--- src/rtl/demosaic_pkg.sv ---
// Shared definitions for the demosaic/remosaic family: CFA phase encoding,
// default sample width and the Bayer channel-select helper.
package demosaic_pkg;

  localparam int DW_DEFAULT = 10;

  typedef enum logic [1:0] {
    CFA_RGGB = 2'd0,
    CFA_GRBG = 2'd1,
    CFA_GBRG = 2'd2,
    CFA_BGGR = 2'd3
  } cfa_phase_e;

  typedef enum logic [1:0] {
    CH_R = 2'd0,
    CH_G = 2'd1,
    CH_B = 2'd2
  } chan_e;

  // Phase bit 0 flips the column parity, bit 1 flips the row parity.
  function automatic chan_e chan_sel(input logic col0, input logic row0,
                                     input logic [1:0] phase);
    logic pc;
    logic pr;
    pc = col0 ^ phase[0];
    pr = row0 ^ phase[1];
    if (!pc && !pr) return CH_R;
    if (pc && pr)   return CH_B;
    return CH_G;
  endfunction

endpackage

--- src/rtl/bayer_pos_counter.sv ---
// Column/row tracker for the remosaic stream: sof realignment, frame wrap,
// frame_done pulse and sticky sof/eol consistency errors.
module bayer_pos_counter
  import demosaic_pkg::*;
#(
  parameter int IMG_W = 640,
  parameter int IMG_H = 480
) (
  input  logic clk,
  input  logic rst,
  input  logic beat_i,
  input  logic sof_i,
  input  logic eol_i,
  input  logic err_clr_i,
  output logic col0_o,
  output logic row0_o,
  output logic is_origin_o,
  output logic is_eol_o,
  output logic frame_done_o,
  output logic err_sof_o,
  output logic err_eol_o
);

  localparam int CW = $clog2(IMG_W);
  localparam int RW = $clog2(IMG_H);
  localparam logic [CW-1:0] COL_LAST = CW'(IMG_W - 1);
  localparam logic [RW-1:0] ROW_LAST = RW'(IMG_H - 1);

  logic [CW-1:0] col_q, col_d, col_use;
  logic [RW-1:0] row_q, row_d, row_use;
  logic          frame_done_q, frame_done_d;
  logic          err_sof_q, err_sof_d;
  logic          err_eol_q, err_eol_d;
  logic          at_origin;
  logic          is_eol;

  always_comb begin
    at_origin    = (col_q == '0) && (row_q == '0);
    col_use      = sof_i ? '0 : col_q;
    row_use      = sof_i ? '0 : row_q;
    is_eol       = (col_use == COL_LAST);
    col_d        = col_q;
    row_d        = row_q;
    frame_done_d = 1'b0;
    // Set wins over clear so an error in the clearing cycle is not lost.
    err_sof_d    = err_sof_q & ~err_clr_i;
    err_eol_d    = err_eol_q & ~err_clr_i;
    if (beat_i) begin
      if (is_eol) begin
        col_d = '0;
        if (row_use == ROW_LAST) begin
          row_d        = '0;
          frame_done_d = 1'b1;
        end else begin
          row_d = row_use + RW'(1);
        end
      end else begin
        col_d = col_use + CW'(1);
        row_d = row_use;
      end
      if (sof_i && !at_origin) err_sof_d = 1'b1;
      if (eol_i != is_eol)     err_eol_d = 1'b1;
    end
  end

  always_ff @(posedge clk or posedge rst) begin
    if (rst) begin
      col_q        <= '0;
      row_q        <= '0;
      frame_done_q <= 1'b0;
      err_sof_q    <= 1'b0;
      err_eol_q    <= 1'b0;
    end else begin
      col_q        <= col_d;
      row_q        <= row_d;
      frame_done_q <= frame_done_d;
      err_sof_q    <= err_sof_d;
      err_eol_q    <= err_eol_d;
    end
  end

  assign col0_o       = col_use[0];
  assign row0_o       = row_use[0];
  assign is_origin_o  = (col_use == '0) && (row_use == '0);
  assign is_eol_o     = is_eol;
  assign frame_done_o = frame_done_q;
  assign err_sof_o    = err_sof_q;
  assign err_eol_o    = err_eol_q;

endmodule

--- src/rtl/bayer_remosaic_stream.sv ---
// RGB to single-channel Bayer remosaic with regenerated sof/eol sideband
// and a one-deep valid/ready output register.
module bayer_remosaic_stream
  import demosaic_pkg::*;
#(
  parameter int DW        = DW_DEFAULT,
  parameter int IMG_W     = 640,
  parameter int IMG_H     = 480,
  parameter int CFA_PHASE = CFA_RGGB
) (
  input  logic          clk,
  input  logic          rst,
  input  logic          s_valid,
  output logic          s_ready,
  input  logic [DW-1:0] s_r,
  input  logic [DW-1:0] s_g,
  input  logic [DW-1:0] s_b,
  input  logic          s_sof,
  input  logic          s_eol,
  output logic          m_valid,
  input  logic          m_ready,
  output logic [DW-1:0] m_data,
  output logic          m_sof,
  output logic          m_eol,
  output logic          frame_done,
  output logic          err_sof,
  output logic          err_eol,
  input  logic          err_clr
);

  localparam logic [1:0] PHASE = 2'(CFA_PHASE);

  logic          beat;
  logic          col0, row0, is_origin, is_eol;
  chan_e         ch;
  logic [DW-1:0] pix;
  logic          m_valid_q, m_valid_d;
  logic [DW-1:0] m_data_q, m_data_d;
  logic          m_sof_q, m_sof_d;
  logic          m_eol_q, m_eol_d;

  assign s_ready = !m_valid_q || m_ready;
  assign beat    = s_valid && s_ready;

  bayer_pos_counter #(
    .IMG_W(IMG_W),
    .IMG_H(IMG_H)
  ) u_pos (
    .clk         (clk),
    .rst         (rst),
    .beat_i      (beat),
    .sof_i       (s_sof),
    .eol_i       (s_eol),
    .err_clr_i   (err_clr),
    .col0_o      (col0),
    .row0_o      (row0),
    .is_origin_o (is_origin),
    .is_eol_o    (is_eol),
    .frame_done_o(frame_done),
    .err_sof_o   (err_sof),
    .err_eol_o   (err_eol)
  );

  always_comb begin
    ch = chan_sel(col0, row0, PHASE);
    case (ch)
      CH_R:    pix = s_r;
      CH_G:    pix = s_g;
      default: pix = s_b;
    endcase
  end

  always_comb begin
    m_valid_d = m_valid_q;
    m_data_d  = m_data_q;
    m_sof_d   = m_sof_q;
    m_eol_d   = m_eol_q;
    if (beat) begin
      m_valid_d = 1'b1;
      m_data_d  = pix;
      m_sof_d   = is_origin;
      m_eol_d   = is_eol;
    end else if (m_ready) begin
      m_valid_d = 1'b0;
    end
  end

  always_ff @(posedge clk or posedge rst) begin
    if (rst) begin
      m_valid_q <= 1'b0;
      m_data_q  <= '0;
      m_sof_q   <= 1'b0;
      m_eol_q   <= 1'b0;
    end else begin
      m_valid_q <= m_valid_d;
      m_data_q  <= m_data_d;
      m_sof_q   <= m_sof_d;
      m_eol_q   <= m_eol_d;
    end
  end

  assign m_valid = m_valid_q;
  assign m_data  = m_data_q;
  assign m_sof   = m_sof_q;
  assign m_eol   = m_eol_q;

endmodule

--- config.mk ---
export PLATFORM = sky130hd
export DESIGN_NAME = bayer_remosaic_stream
export DESIGN_NICKNAME = d
export VERILOG_FILES = /design/src/rtl/demosaic_pkg.sv /design/src/rtl/bayer_pos_counter.sv /design/src/rtl/bayer_remosaic_stream.sv
export SDC_FILE = /design/constraint.sdc
export NUM_CORES = 1
export LEC_CHECK = 0
export ABC_CLOCK_PERIOD_IN_PS = 3100
export CAP_MARGIN = 10
export CORE_MARGIN = 2
export CORE_UTILIZATION = 40
export DETAILED_ROUTE_END_ITERATION = 10
export GPL_ROUTABILITY_DRIVEN = 0
export PLACE_DENSITY = 0.76
export SYNTH_ARGS = -nofsm -noshare
export SYNTH_HDL_FRONTEND = slang
export SYNTH_SLANG_ARGS = --single-unit
--- constraint.sdc ---
create_clock -name clk -period 3.1 [get_ports clk]
set_input_delay 0.465 -clock clk [delete_from_list [all_inputs] [get_ports clk]]
set_output_delay 0.465 -clock clk [all_outputs]
set_load 0.02 [all_outputs]
==> results of run 1 <==
layout by cell type, fill, tap and decap left out, drive strengths merged, types with 3 or more instances in the layout:
cell type / instances
a21oi: 15
a22oi: 10
and3: 4
buf: 4
clkbuf: 7
clkdlybuf4s50: 53
dfrtp: 35
ha: 6
inv: 12
mux2i: 4
nand2: 29
nand3: 10
nand4: 7
nor2: 16
nor2b: 3
nor3: 6
nor3b: 3
nor4: 7
o21ai: 22
stage by stage:
stage	util	setup WS (ns)	hold slack [ns]	power (mW)
after floorplan	-	0.827	0.469	0.681
after global placement	0.523	0.336	0.464	0.821
after detailed placement	0.523	0.223	0.469	0.827
after CTS	0.539	0.524	0.484	1.14
after global routing	0.539	0.335	0.505	1.20
final	0.539	0.489	0.474	1.13
layer usage:
| metal | routed length [um] | vias to the layer above | track usage | part of all wire |
|---|---|---|---|---|
| met1 | 2340 | 940 | 0.245 | 0.44 |
| met4 | 87 | 0 | 0.0838 | 0.016 |
| met2 | 2690 | 49 | 0.339 | 0.51 |
| met3 | 202 | 10 | 0.0304 | 0.038 |
| li1 | - | 962 | - | - |
| met5 | 0 | - | 0 | 0 |
logic make-up (layout without fill, tap and decap cells):
group           Yosys count  in the layout  synth area share
compound gates           68             68             0.221
mux                       4              4            0.0194
xor+xnor                  1              1           0.00424
buf+inv                  30             78            0.0661
simple gates             94             94             0.229
fa+ha+maj                 6              6            0.0364
flops                    35             35             0.424
worst min path at each step:
stage / from / to / slack, ns / cells past startpoint
2_1_floorplan: u_pos.col_q[1]$_DFFE_PP0P_ / u_pos.col_q[1]$_DFFE_PP0P_ / 0.47 / 2
3_3_place_gp: m_data[4]$_DFFE_PP0P_ / m_data[4]$_DFFE_PP0P_ / 0.46 / 2
3_5_place_dp: m_data[4]$_DFFE_PP0P_ / m_data[4]$_DFFE_PP0P_ / 0.47 / 2
4_1_cts: m_data[4]$_DFFE_PP0P_ / m_data[4]$_DFFE_PP0P_ / 0.48 / 2
5_1_grt: m_data[7]$_DFFE_PP0P_ / m_data[7]$_DFFE_PP0P_ / 0.50 / 2
6_report: m_data[0]$_DFFE_PP0P_ / m_data[0]$_DFFE_PP0P_ / 0.47 / 2
final cells by class:
cell class,count,area share
Timing Repair Buffer,57,0.211
Tap cell,70,0.0322
Clock inverter,1,0.00184
Clock buffer,7,0.0281
Sequential cell,35,0.322
Inverter,13,0.0179
Multi-Input combinational cell,173,0.387
power breakdown:
part | switching [mW] | total [mW] | internal (mW)
registers | 0.0301 | 0.526 | 0.496
logic | 0.147 | 0.291 | 0.144
clock network | 0.156 | 0.313 | 0.157
total | 0.333 | 1.13 | 0.798
flip-flops by register name, summed over array words and instances (netlist names):
signal and cells:
m_data 10, u_pos.col_q 10, u_pos.row_q 9, m_eol 1
m_sof 1, m_valid 1, u_pos.err_eol_o 1, u_pos.err_sof_o 1
u_pos.frame_done_o 1
worst register-to-register path, stage by stage, from the launching register on:
cell	delay, ns
dfrtp_1	0.39
nand2_1	0.12
inv_1	0.12
ha_1	0.21
and4b_1	0.40
o2111a_1	0.49
a21oi_1	0.12
a221o_1	0.28
==> flow_summary.yaml, run 1 <==
outcome:
  status: "finished, final reports clean"
yosys:
  synth_area_leader_cell: "dfrtp_1"
  synth_commonest_cells: "dfrtp_1, nand2_1, o21ai_0"
  seq_area_frac_synth: 0.424
  ys_warn_count: 0
  synth_flop_cell: "dfrtp_1"
  synth_cell_type_count: 46
  synthCells: 238
  ys_seq_elements: 35
  synth_top_area_share: 0.424
  yosysMostFrequentCell: "dfrtp_1"
  ys_async_sr_fraction: 1.00
  syn-num-nets: 281
  syn_avg_cell_area_um2: 8.67
  synth-edff-count: 0
  synth_area_leaders: "dfrtp_1, o21ai_0, nand2_1, a21oi_1, a22oi_1"
  synthesis.area_um2: 2060
critical_path:
  r2r_start: "u_pos.col_q[0]$_DFFE_PP0P_"
  cp.depth: 9
  cp_slowest_stage_delay_ns: 0.49
  critical-path-top-delay-family: "compound AO/OA/AOI/OAI gates"
  startpoint_type: "primary input"
  crit_path_end_kind: "flip-flop"
  reg2reg_setup_slack_ns: 0.86
  r2r_end: "u_pos.row_q[4]$_DFFE_PP0P_"
  required_ns: 3.27
  worstPathArrival_ns: 2.78
  path_cells: "clkdlybuf4s50_1 > inv_1 > nand2_1 > inv_1 > ha_1 > and4b_1 > o2111a_1 > a21oi_1 > a221o_1"
  worstPathMaxFanout: 9
  path_buf_inv: 3
  endpoint: "u_pos.row_q[4]$_DFFE_PP0P_"
  cpMaxStageDelayCell: "o2111a_1"
  crit_path_frequent_cell: "inv_1"
  reg2regPathDepth: 7
  critPathKind: "in -> reg"
  crit_start: "s_sof"
clocking:
  root_buffer: "clkbuf_8"
  clk_path_buf_depth: 2
  htree_levels: 2
  cts_resized: 0
  cts_sinks: 35
  clk_pin_slew_ns: 0.07
  cts_buffers: 5
  cts_hold_buffers: 0
  insertion_delay_ns: 0.29
  post_cts_buffers: 0
  cts_tree: "done"
floorplanning:
  die_y_um: 75.8
  die-area_um2: 5750
  core_um2: 5040
  pin_count: 54
  initial_core_util: 0.409
  die_x_um: 75.8
  rows: 26
layout:
  regArea_um2: 876
  drive_gt1_frac: 0.0385
  nFillCells: 471
  final_cell_area_um2: 2720
  multi_input_area_um2: 1050
  diodes: 0
  fin_cells: 356
  finalNetCount: 328
  area_growth_pct: 31.7
sta:
  skew_ns: 0.0103
  fin_crit_sh: 0.842
  finalHoldViolCount: 0
  drv_slew: 0
  post-route-min-period_ns: 2.61
  setup_viol: 0
  worst_slew_margin_rel: 0.552
  fin_setup_tns_ns: 0
  rsz0062_at_grt: "false"
  maxClockFrequency_mhz: 383
  worstMarginPinSlew_ns: 0.671
global_routing:
  overflow: 0
  antenna_found_initial: 0
  track_usage: 0.197
  grt_pass1_wl_mm: 8.70
  grt_pass1_vias: 1892
  grt_max_degree: 41
route:
  via_count: 1961
  drt-initial-drc-count: 186
  wl_mm: 5.33
  first_pass_iters: 4
  postRouteAntennaNets: 0
  vias_per_cell: 5.51
  post_drt_wl_per_cell_um: 15.0
  drc: 0
power:
  ir_worst_vdd_mv: 0.206
  cellPowerDensity_nw_per_um2: 416
  power.leakage_nw: 1.19
run:
  max-cap-violations: 0
place:
  placedInstanceArea_um2: 2640
  dp_hpwl_mm: 3.92
  portBuffers: 53
  dp.cells: 348
hold_path:
  hp-class: "reg -> reg"
Power figures use the tool's default switching activity.
==> run 2: changes to the inputs <==
ABC_CLOCK_PERIOD_IN_PS = 2550   (was 3100)
clock period = 2.55 ns   (was 3.1 ns; I/O delays follow)
==> flow_summary.yaml, run 2 (synthesis gave the netlist of run 1 again) <==
clocking:
  clk_path_buf_depth: 2
  cts_buffers: 5
  post_cts_buffers: 0
  insertion_delay_ns: 0.28
  cts_sinks: 35
  cts_tree: "done"
  clk_pin_slew_ns: 0.06
  cts_resized: 0
  htree_levels: 2
  cts_hold_buffers: 0
  root_buffer: "clkbuf_8"
sta:
  fin_crit_sh: 0.886
  post-route-min-period_ns: 2.26
  skew_ns: 0.00422
  setup_ws_ns: 0.292
  fin_setup_tns_ns: 0
  maxClockFrequency_mhz: 443
  finalHoldViolCount: 0
  worstMarginPinSlew_ns: 0.656
  rsz0062_at_grt: "false"
  drv_slew: 0
  worst_slew_margin_rel: 0.562
  setup_viol: 0
layout:
  finish.utilization: 0.553
  layout_commonest_cell: "clkdlybuf4s50_1"
  diodes: 0
  drive_gt1_frac: 0.0741
  nFillCells: 461
  layout_common_cells: "clkdlybuf4s50_1, dfrtp_1, nand2_1"
  area_growth_pct: 35.1
  finalNetCount: 339
power:
  power.leakage_nw: 1.23
  ir_worst_vdd_mv: 0.204
  power.share.combinational: 0.262
  switching_share: 0.289
  clock_power_share: 0.272
  p_int_mw: 0.975
  p_seq_frac: 0.467
  p_sw_mw: 0.396
  cellPowerDensity_nw_per_um2: 492
critical_path:
  worstPathArrival_ns: 1.88
  crit_path_end_kind: "output port"
  startpoint_type: "primary input"
  worstPathMaxFanout: 7
  critPathKind: "in -> out"
  reg2regPathDepth: 7
  required_ns: 2.17
route:
  postRouteAntennaNets: 0
  post_drt_wl_per_cell_um: 14.1
  vias_per_cell: 5.44
  wl_mm: 5.19
  drc: 0
  via_count: 1995
  drt-initial-drc-count: 143
  first_pass_iters: 4
floorplanning:
  pin_count: 54
  initial_core_util: 0.409
  die_y_um: 75.8
  rows: 26
  die-area_um2: 5750
  core_um2: 5040
  die_x_um: 75.8
global_routing:
  grt_pass1_vias: 1840
  grt_max_degree: 36
  overflow: 0
  track_usage: 0.188
  antenna_found_initial: 0
  grt_pass1_wl_mm: 8.38
run:
  max-cap-violations: 0
place:
  dp_hpwl_mm: 3.94
  preCtsSetupSlack_ns: 0.0227
  portBuffers: 53
hold_path:
  hp-class: "reg -> reg"
  whs_path_depth: 2
outcome:
  status: "finished, final reports clean"
[run 2: cell types whose count changed in the layout (fill, tap and decap cells not counted), sizes merged]
cell,previous run,this run
buf,4,15
[run 2: path summary, 6_finish.rpt]
kind / from / endpoint / slack (ns)
min in group asynchronous: rst / m_data[2]$_DFFE_PP0P_ / 0.50
max reg2reg: u_pos.col_q[1]$_DFFE_PP0P_ / u_pos.row_q[0]$_DFFE_PP0P_ / 0.54
max in group asynchronous: rst / u_pos.row_q[1]$_DFFE_PP0P_ / 1.74
max: m_ready / s_ready / 0.29
min: m_data[0]$_DFFE_PP0P_ / m_data[0]$_DFFE_PP0P_ / 0.48
min reg2reg: m_data[0]$_DFFE_PP0P_ / m_data[0]$_DFFE_PP0P_ / 0.48
[run 2: power groups by stage]
stage / registers (mW) / logic (mW) / clock network, mW
2_1_floorplan: 0.681 / 0.147 / 0
5_1_grt: 0.646 / 0.392 / 0.412
4_1_cts: 0.639 / 0.362 / 0.390
6_report: 0.640 / 0.359 / 0.373
3_5_place_dp: 0.650 / 0.361 / 0
3_3_place_gp: 0.648 / 0.357 / 0
[run 2: final cells by class]
class                           instances  area [um^2]  share of cell area
Multi-Input combinational cell        173         1050               0.377
Sequential cell                        35          876               0.314
Timing Repair Buffer                   68          643               0.231
Tap cell                               70         87.6              0.0314
Clock buffer                            7         76.3              0.0274
Inverter                               13         48.8              0.0175
Clock inverter                          1         5.00             0.00179
[run 2: stage by stage]
step	cell area (um^2)	instances	power, mW	hold WS (ns)
global placement	2710	359	1.01	0.463
global route	2790	367	1.45	0.511
CTS	2790	367	1.39	0.486
detailed placement	2710	359	1.01	0.465
floorplan	2060	238	0.828	0.469
finish	2790	367	1.37	0.477
[run 2: critical path: stages]
cell and delay [ns]:
clkdlybuf4s50_1 0.40, nor2b_1 0.24, clkinv_1 0.26, clkdlybuf4s50_1 0.60
[run 2: routing by layer]
metal | vias up | track usage | part of all wire
met1 | 952 | 0.246 | 0.44
met2 | 53 | 0.322 | 0.51
li1 | 981 | - | -
met5 | - | 0 | 0
met4 | 0 | 0.0546 | 0.015
met3 | 9 | 0.0278 | 0.037
